[config.mk]
export PLATFORM = sky130hd
export DESIGN_NAME = usb_audio_stream_sink
export DESIGN_NICKNAME = d
export VERILOG_FILES = /design/src/rtl/usb_audio_pkg.sv /design/src/rtl/usb_audio_frame_fifo.sv /design/src/rtl/usb_audio_stream_sink.sv
export SDC_FILE = /design/constraint.sdc
export NUM_CORES = 2
export LEC_CHECK = 0
export ABC_CLOCK_PERIOD_IN_PS = 11200
export CORE_ASPECT_RATIO = 1.4
export CORE_MARGIN = 8
export CORE_UTILIZATION = 50
export DETAILED_ROUTE_END_ITERATION = 8
export PLACE_DENSITY = 0.65
export SYNTH_ARGS = -nofsm -noshare
export SYNTH_HDL_FRONTEND = slang
export SYNTH_HIERARCHICAL = 1
export SYNTH_SLANG_ARGS = --single-unit
[constraint.sdc]
create_clock -name clk -period 11.2 [get_ports clk]
set_clock_uncertainty 0.1 [all_clocks]
set_input_delay 1.68 -clock clk [delete_from_list [all_inputs] [get_ports clk]]
set_output_delay 1.68 -clock clk [all_outputs]
set_load 0.005 [all_outputs]
[src/rtl/usb_audio_pkg.sv]
// Shared types and constants for the USB audio OUT-endpoint sink.
// USB_AUDIO_UNSIGNED_OUT_EN selects offset-binary (MSB-inverted) output samples.
package usb_audio_pkg;

  typedef enum logic [0:0] {
    PREFILL = 1'b0,
    PLAY    = 1'b1
  } usb_audio_state_t;

  localparam int USB_AUDIO_CLK_HZ = 60_000_000;

`ifdef USB_AUDIO_UNSIGNED_OUT_EN
  localparam bit USB_AUDIO_UNSIGNED_OUT = 1'b1;
`else
  localparam bit USB_AUDIO_UNSIGNED_OUT = 1'b0;
`endif

  // Per-channel silence word; only the low sw bits are meaningful.
  function automatic logic [31:0] usb_audio_silence(input int sw);
    return USB_AUDIO_UNSIGNED_OUT ? (32'h1 << (sw - 1)) : 32'h0;
  endfunction

endpackage

[src/rtl/usb_audio_frame_fifo.sv]
// Synchronous frame FIFO with registered-read RAM and wrap-bit pointers.
// Writes when full and reads when empty are ignored.
module usb_audio_frame_fifo #(
  parameter int W     = 32,
  parameter int DEPTH = 128
) (
  input  logic                         clk,
  input  logic                         rstn,
  input  logic                         wr_en,
  input  logic [W-1:0]                 wr_data,
  input  logic                         rd_en,
  output logic [W-1:0]                 rd_data,
  output logic                         full,
  output logic                         empty,
  output logic [$clog2(DEPTH+1)-1:0]   level
);

  localparam int AW = $clog2(DEPTH);
  localparam int LW = $clog2(DEPTH + 1);

  logic [W-1:0] mem [DEPTH];
  logic [AW:0]  wr_ptr;
  logic [AW:0]  rd_ptr;
  logic         wr_ok;
  logic         rd_ok;

  assign level = wr_ptr - rd_ptr;
  assign full  = (level == LW'(DEPTH));
  assign empty = (wr_ptr == rd_ptr);
  assign wr_ok = wr_en && !full;
  assign rd_ok = rd_en && !empty;

  always_ff @(posedge clk or negedge rstn) begin
    if (!rstn) begin
      wr_ptr <= '0;
      rd_ptr <= '0;
    end else begin
      if (wr_ok) wr_ptr <= wr_ptr + (AW+1)'(1);
      if (rd_ok) rd_ptr <= rd_ptr + (AW+1)'(1);
    end
  end

  // RAM kept reset-free so it maps onto block memory.
  always_ff @(posedge clk) begin
    if (wr_ok) mem[wr_ptr[AW-1:0]] <= wr_data;
    if (rd_ok) rd_data <= mem[rd_ptr[AW-1:0]];
  end

endmodule

[src/rtl/usb_audio_stream_sink.sv]
// USB audio OUT sink: assembles little-endian bytes into CH x SW frames, buffers
// them and plays one frame per CLK_DIV cycles. USB_AUDIO_UNSIGNED_OUT_EN -> offset binary.
module usb_audio_stream_sink
  import usb_audio_pkg::*;
#(
  parameter int CH          = 2,
  parameter int SW          = 16,
  parameter int DEPTH       = 128,
  parameter int CLK_DIV     = 1250,
  parameter int START_LEVEL = DEPTH / 2
) (
  input  logic                         clk,
  input  logic                         rstn,
  input  logic [7:0]                   in_data,
  input  logic                         in_valid,
  input  logic                         pkt_start,
  output logic [CH*SW-1:0]             pcm_data,
  output logic                         pcm_strobe,
  output logic                         playing,
  output logic [$clog2(DEPTH+1)-1:0]   fill_level,
  output logic [15:0]                  overrun_cnt,
  output logic [15:0]                  underrun_cnt
);

  localparam int FW = CH * SW;
  localparam int NB = SW / 8;
  localparam int LW = $clog2(DEPTH + 1);
  localparam int DW = (CLK_DIV > 1) ? $clog2(CLK_DIV) : 1;

  localparam logic [31:0]   SIL_WORD  = usb_audio_silence(SW);
  // Silence frame doubles as the MSB-inversion mask in offset-binary builds.
  localparam logic [FW-1:0] SIL_FRAME = {CH{SIL_WORD[SW-1:0]}};
  localparam logic [1:0]    BYTE_LAST = 2'(NB - 1);
  localparam logic [2:0]    CH_LAST   = 3'(CH - 1);
  localparam logic [LW-1:0] START_LVL = LW'(START_LEVEL);

  logic [1:0]       byte_cnt, byte_idx;
  logic [2:0]       ch_cnt, ch_idx;
  logic [FW-1:0]    frame_q, frame_d;
  logic             commit;
  logic [DW-1:0]    div_q;
  logic             tick;
  logic             pop, underrun;
  logic             pop_q, underrun_q;
  logic             fifo_full, fifo_empty;
  logic [FW-1:0]    rd_data;
  usb_audio_state_t state_q, state_d;

  // pkt_start realigns so a coincident byte lands in byte 0 of channel 0.
  always_comb begin
    byte_idx = pkt_start ? 2'd0 : byte_cnt;
    ch_idx   = pkt_start ? 3'd0 : ch_cnt;
    frame_d  = frame_q;
    for (int i = 0; i < CH * NB; i++) begin
      if (in_valid && (int'(ch_idx) * NB + int'(byte_idx) == i)) frame_d[i*8 +: 8] = in_data;
    end
    commit = in_valid && (byte_idx == BYTE_LAST) && (ch_idx == CH_LAST);
  end

  always_ff @(posedge clk or negedge rstn) begin
    if (!rstn) begin
      byte_cnt <= '0;
      ch_cnt   <= '0;
      frame_q  <= '0;
    end else if (in_valid) begin
      frame_q <= frame_d;
      if (byte_idx == BYTE_LAST) begin
        byte_cnt <= '0;
        ch_cnt   <= (ch_idx == CH_LAST) ? 3'd0 : ch_idx + 3'd1;
      end else begin
        byte_cnt <= byte_idx + 2'd1;
        ch_cnt   <= ch_idx;
      end
    end else if (pkt_start) begin
      byte_cnt <= '0;
      ch_cnt   <= '0;
    end
  end

  assign tick = (div_q == DW'(CLK_DIV - 1));

  always_ff @(posedge clk or negedge rstn) begin
    if (!rstn) div_q <= '0;
    else       div_q <= tick ? '0 : div_q + DW'(1);
  end

  usb_audio_frame_fifo #(
    .W     (FW),
    .DEPTH (DEPTH)
  ) u_fifo (
    .clk     (clk),
    .rstn    (rstn),
    .wr_en   (commit),
    .wr_data (frame_d),
    .rd_en   (pop),
    .rd_data (rd_data),
    .full    (fifo_full),
    .empty   (fifo_empty),
    .level   (fill_level)
  );

  always_ff @(posedge clk or negedge rstn) begin
    if (!rstn) state_q <= PREFILL;
    else       state_q <= state_d;
  end

  always_comb begin
    state_d  = state_q;
    pop      = 1'b0;
    underrun = 1'b0;
    case (state_q)
      PREFILL: if (fill_level >= START_LVL) state_d = PLAY;
      PLAY: begin
        if (tick) begin
          if (fifo_empty) begin
            underrun = 1'b1;
            state_d  = PREFILL;
          end else begin
            pop = 1'b1;
          end
        end
      end
      default: state_d = PREFILL;
    endcase
  end

  assign playing = (state_q == PLAY);

  // One stage for the RAM read, one for the output register.
  always_ff @(posedge clk or negedge rstn) begin
    if (!rstn) begin
      pop_q      <= 1'b0;
      underrun_q <= 1'b0;
      pcm_strobe <= 1'b0;
      pcm_data   <= SIL_FRAME;
    end else begin
      pop_q      <= pop;
      underrun_q <= underrun;
      pcm_strobe <= pop_q | underrun_q;
      if (pop_q)           pcm_data <= rd_data ^ SIL_FRAME;
      else if (underrun_q) pcm_data <= SIL_FRAME;
    end
  end

  always_ff @(posedge clk or negedge rstn) begin
    if (!rstn) begin
      overrun_cnt  <= '0;
      underrun_cnt <= '0;
    end else begin
      if (commit && fifo_full && (overrun_cnt != 16'hFFFF)) overrun_cnt <= overrun_cnt + 16'd1;
      if (underrun && (underrun_cnt != 16'hFFFF)) underrun_cnt <= underrun_cnt + 16'd1;
    end
  end

endmodule

* Yosys cells after proc, flatten, opt, wreduce, memory -nomap -nowiden
Memory sizes are Yosys's and may differ from the RTL's. A register that Yosys moved wholly into a read port is not among the register bits.
Cells that the tools add are included.
** Storage, ports and cells
- RAM bits :: 4096
- Memories kept :: 1
- Bits of input ports :: 12
- Word-level logic and storage cells :: 76
- Output and inout port bits :: 74
- Bits in registers :: 132
** Cells by class
- Add/subtract/negate cells :: 9
- Bitwise gates (word level) :: 2
- Order comparisons :: 1
- Reductions and logical operators :: 15
- Muxes and demuxes :: 25
- Eq/ne operators :: 10
** Memories
- u_fifo.mem :: words 128, width 32, read ports 1, clocked after Yosys merged registers in 1, wr ports 1, line usb_audio_frame_fifo.sv:21 : logic [W-1:0] mem [DEPTH];
** Operator list (count)
- $mux 32 :: 2
- $add 16x1->16 const B :: 2
- $eq 32x2->1 const B :: 1
- $eq 32x3->1 const B :: 1
- $logic_not 32->1 :: 1
- $mux 8 :: 4
- $ne 16x16->1 const B :: 2
- $add 8x1->8 const B :: 2
- $mux 3 :: 4
- $add 11x1->11 const B :: 1
- $eq 11x11->1 const B :: 1
- $logic_and 1x1->1 :: 11
- $mux 11 :: 1
- $mux 1 :: 10
- $eq 8x8->1 :: 1
- $eq 8x8->1 const B :: 1
- $ge 8x7->1 const B :: 1
- $sub 8x8->8 :: 1
- $mux 2 :: 3
- $add 4x2->5 :: 1
- $eq 5x2->1 const B :: 1
- $add 3x1->3 const B :: 1
- $eq 3x1->1 const B :: 1
- $add 2x1->2 const B :: 1
- other kinds (6) :: 7

* Depth between registers and ports, before layout
- Depth after elaboration :: 7
- Mapped depth :: 17
- Gate-level depth less buffers :: 14

* Cells and area by module
Netlist, hierarchy kept.
** By module, submodules not included
- usb_audio_frame_fifo :: cells each 7098, seq. area each 124359.3 µm², instances 1, area each 158109.1 µm²
- usb_audio_stream_sink :: cells each 415, seq. area each 2902.8 µm², instances 1, area each 5265.0 µm²

* Worst setup path before layout
Ideal clock, no wire load.
- Path kind :: input -> register
- Start point :: in in_valid
- End point :: mem u_fifo.mem[104][0] (enable)
- Data required time :: 10.679 ns
- Slack :: 6.007 ns
- Stages :: 8
- Setup time :: 0.421 ns
- Arrival time :: 4.672 ns
- Buffers on the path :: 2
- Path through :: nand2_1 or2_1 clkbuf_1 nor4_1 nor3b_1 o211ai_1 buf_2 nor2_1
** On the way
- Word-level cells in the longest chain between the ends :: 5
** Ends and longest elaborated chain
- start, declared :: line usb_audio_stream_sink.sv:15 : input logic in_valid,
- $logic_and 1x1->1 (2 in a row) :: line usb_audio_stream_sink.sv:57 : commit = in_valid && (byte_idx == BYTE_LAST) && (ch_idx == CH_LAST);
- net commit :: line usb_audio_stream_sink.sv:40 : logic commit;
- $logic_and 1x1->1 :: line usb_audio_frame_fifo.sv:30 : assign wr_ok = wr_en && !full;
- $mux 1 :: line usb_audio_frame_fifo.sv:45 : if (wr_ok) mem[wr_ptr[AW-1:0]] <= wr_data;
- $mux 1 (implied by the code) :: line usb_audio_frame_fifo.sv:45
- end, declared :: line usb_audio_frame_fifo.sv:21
The timed path passes the listed nets, and every way through them passes these cells.

* Worst setup path after layout
- Start point :: reg u_fifo.rd_ptr[0]
- End point :: out fill_level[6]
** On the way
- Word-level cells in the longest chain between the ends :: 1
** Ends and longest elaborated chain
- start, declared :: line usb_audio_frame_fifo.sv:23 : logic [AW:0] rd_ptr;
- start signal, assigned :: line usb_audio_frame_fifo.sv:39 : if (rd_ok) rd_ptr <= rd_ptr + (AW+1)'(1);
- $sub 8x8->8 :: line usb_audio_frame_fifo.sv:27 : assign level = wr_ptr - rd_ptr;
- end, declared :: line usb_audio_stream_sink.sv:20 : output logic [$clog2(DEPTH+1)-1:0] fill_level,
Every way passes these cells.

==> impl_metrics.toml <==
[grt]
grt_pass1_wl_microns = 648000
grt_antenna_before_repair = 41
grt_max_degree = 112
gr-total-overflow = 0
grtUsageTotal_pct = 26.6
grt_pass1_vias = 81800

[setup_path]
r2r_end = "u_fifo/rd_data[5]"
path_cells = "ha_1 > inv_1 > fa_1 > and3_1 > o21a_1 > mux2i_1 > nand2_1 > clkdlybuf4s50_1"
cpPeakStageDelay_ns = 0.81
rr_worst_depth = 8
rr_startpoint = "u_fifo/rd_ptr[0]"
cp.arrival_ns = 4.63
end_kind = "output port"
crit_path_max_fanout = 23
startpoint_type = "flop"
critical_path_required_ns = 9.42
cp_slowest_cell = "nand2_1"
regToRegSetupSlack_ns = 5.00
critical_path_class = "flop to output port"

[cts]
postCtsHoldBufs = 0
cts_buffers = 393
cts_tree = "yes"
cts_buffer_depth = 4
cts.clk_slew.worst_paths_ns = 0.07
ctsResizeCount = 0
clock_latency_ns = 0.97
cts_max_level = 5
cts_root_buf = "clkbuf_16"
postCtsSetupRepairBufs = 0
cts_sinks = 4260

[routing]
viasPerCell = 6.57
drt_iter0_drc = 10800
routed_wl_microns = 468000
drc = 0
vias = 81700
ant_nets = 0
drtPass1Iterations = 6
routedWlPerCell_microns = 37.6

[cells_and_area]
drive_gt1_share_pct = 24.4
area_growth_syn_to_layout_pct = 12.5
fillCellCount = 23500
layout.nets = 7884

[synth]
synth_flop_cell = "edfxtp_1"
ys_async_sr_fraction_pct = 3.10
ys_seq_area_share_pct = 77.9
ys_top_cells_by_area = "edfxtp_1, mux4_2, mux2i_1"
yosysUniqueCellTypes = 77
syn-instance-count = 7513
ys_ff_latch = 4260
synth_top_area_cell = "edfxtp_1"
syn_area_sq_um = 163000
post_synth.cell_area_avg_sq_um = 21.7
synth_enable_flop_cells = 4128
synth_top_cells_by_count = "edfxtp_1, mux4_2, mux2i_1"
synth_top_area_share_pct = 75.9
syn_nets = 7541
yosys_warnings = 6
post-synth-top-count-cell = "edfxtp_1"

[power]
power.leakage_nw = 56.3
power_per_cell_area_nw_per_um2 = 189
ir_drop_v = 0.000165

[floorplanning]
initial_utilization_pct = 50.2
pin_count = 86
core_area_sq_um = 326000
fp.dieH_microns = 692
die_w_microns = 499
dieArea_sq_um = 346000
placementRows = 248

[sta]
fin_tns_setup_ns = 0
rsz0062_at_grt = "no"
slew_headroom_pct = -4.03
worst_pin_slew_ns = 1.56
setup_viol = 0
drv_slew = 3
worst_slack_ns = 4.79
max_freq_mhz = 156
final-hold-violation-count = 0
min_period_ns = 6.41
fin_crit_sh_pct = 57.2

[hold_path]
hold_path.class = "flop to flop"
hold_path_startpoint = "pcm_data[10]"
hold_end = "pcm_data[10]"
whs_path_depth = 1

[outcome]
failed_checks = "max-capacitance violations, max-slew violations"
run_status = "finished with violations"

[placed_design]
dp_slack_ns = 4.42
gp_congestion = 0.920
port_buffers = 85
dpl.hpwl_microns = 282000

[flow_run]
cap_violations = 3
==> how the worst max path moves through the flow <==
| stage | start | endpoint | slack, ns | depth (start not counted) |
|---|---|---|---|---|
| final | u_fifo/rd_ptr[0] | fill_level[6] | 4.79 | 8 |
| after global routing | u_fifo/rd_ptr[0] | fill_level[6] | 4.70 | 8 |
| after CTS | u_fifo/rd_ptr[0] | fill_level[6] | 4.78 | 8 |
| after detailed placement | pkt_start | u_fifo/mem[99][16] | 4.42 | 10 |
| after global placement | pkt_start | u_fifo/mem[96][16] | 4.51 | 10 |
| after floorplan | in_valid | u_fifo/mem[104][0] | 6.01 | 8 |
==> area by class of cell <==
cell class	count	area [sq um]	area share, %
Clock buffer	474	10400	5.64
Timing Repair Buffer	370	3100	1.69
Sequential cell	4260	127000	69.3
Tap cell	4250	5320	2.89
Multi-Input combinational cell	2810	34900	19.0
Antenna cell	15	37.5	0.0204
Inverter	21	83.8	0.0456
Clock inverter	241	2710	1.47
==> registers in the layout, summed over array words and instances, names as in the netlist, 2 cells and up <==
register        flops
ch_cnt              3
u_fifo/rd_ptr       8
u_fifo/mem       4096
u_fifo/rd_data     32
byte_cnt            2
frame_q            32
overrun_cnt        16
underrun_cnt       16
div_q              11
pcm_data           32
u_fifo/wr_ptr       8
==> per-stage QoR <==
step	util [%]	cells	power (mW)	hold WS (ns)	instance area (sq um)
global route	56.4	12400	35.5	0.410	184000
CTS	56.4	12400	34.9	0.400	184000
global placement	52.4	11700	21.2	0.362	171000
detailed placement	52.4	11700	21.4	0.377	171000
floorplan	-	7513	20.1	0.356	163000
finish	56.5	12400	34.7	0.400	184000
==> placed cells by master (no fill, tap or decap), drive strengths merged, types with 65 or more instances in the layout <==
cell type / n
buf: 286
edfxtp: 4128
nand3: 85
clkbuf: 474
mux4: 862
mux2i: 424
mux2: 72
clkdlybuf4s50: 84
nor2: 206
o21ai: 72
o221ai: 77
a21oi: 157
a22oi: 231
clkinv: 163
dfrtp: 132
a221oi: 65
nand2: 155
==> routing by layer <==
metal  wire length [microns]  GRT usage [%]  vias to the layer above  part of all wire (%)
met2                  228000           43.4                     4626                    49
met1                  162000           33.1                    43700                    35
li1                        -              -                    32400                     -
met4                   34400           15.9                       14                   7.3
met3                   43600           5.29                     1005                   9.3
met5                      96              0                        -                 0.021
==> where the power goes <==
part	switching [mW]	total (mW)	internal, mW
Sequential	0.0328	18.9	18.9
Combinational	1.91	2.10	0.189
Clock	5.85	13.7	7.83
Total	7.79	34.7	26.9
==> worst max-delay path, delay by kind of cell (launching register included) <==
kind	cells	cell delay, ns
flops	1	0.78
compound gates	1	0.23
fa+ha+maj	2	0.74
buf+inv	2	0.76
mux	1	0.14
simple gates	2	0.99
==> logic make-up after synthesis <==
logic type	count (synthesis)	share of synthesized area, %
AOI/OAI and AO/OA	830	3.64
xor gates and xnor gates	52	0.279
adders and majority gates	16	0.127
buffers and inverters	443	1.52
DFF	4260	77.9
muxes	1358	15.0
and+or+nand+nor	554	1.54
No activity file was read; power rests on OpenSTA's default activity.
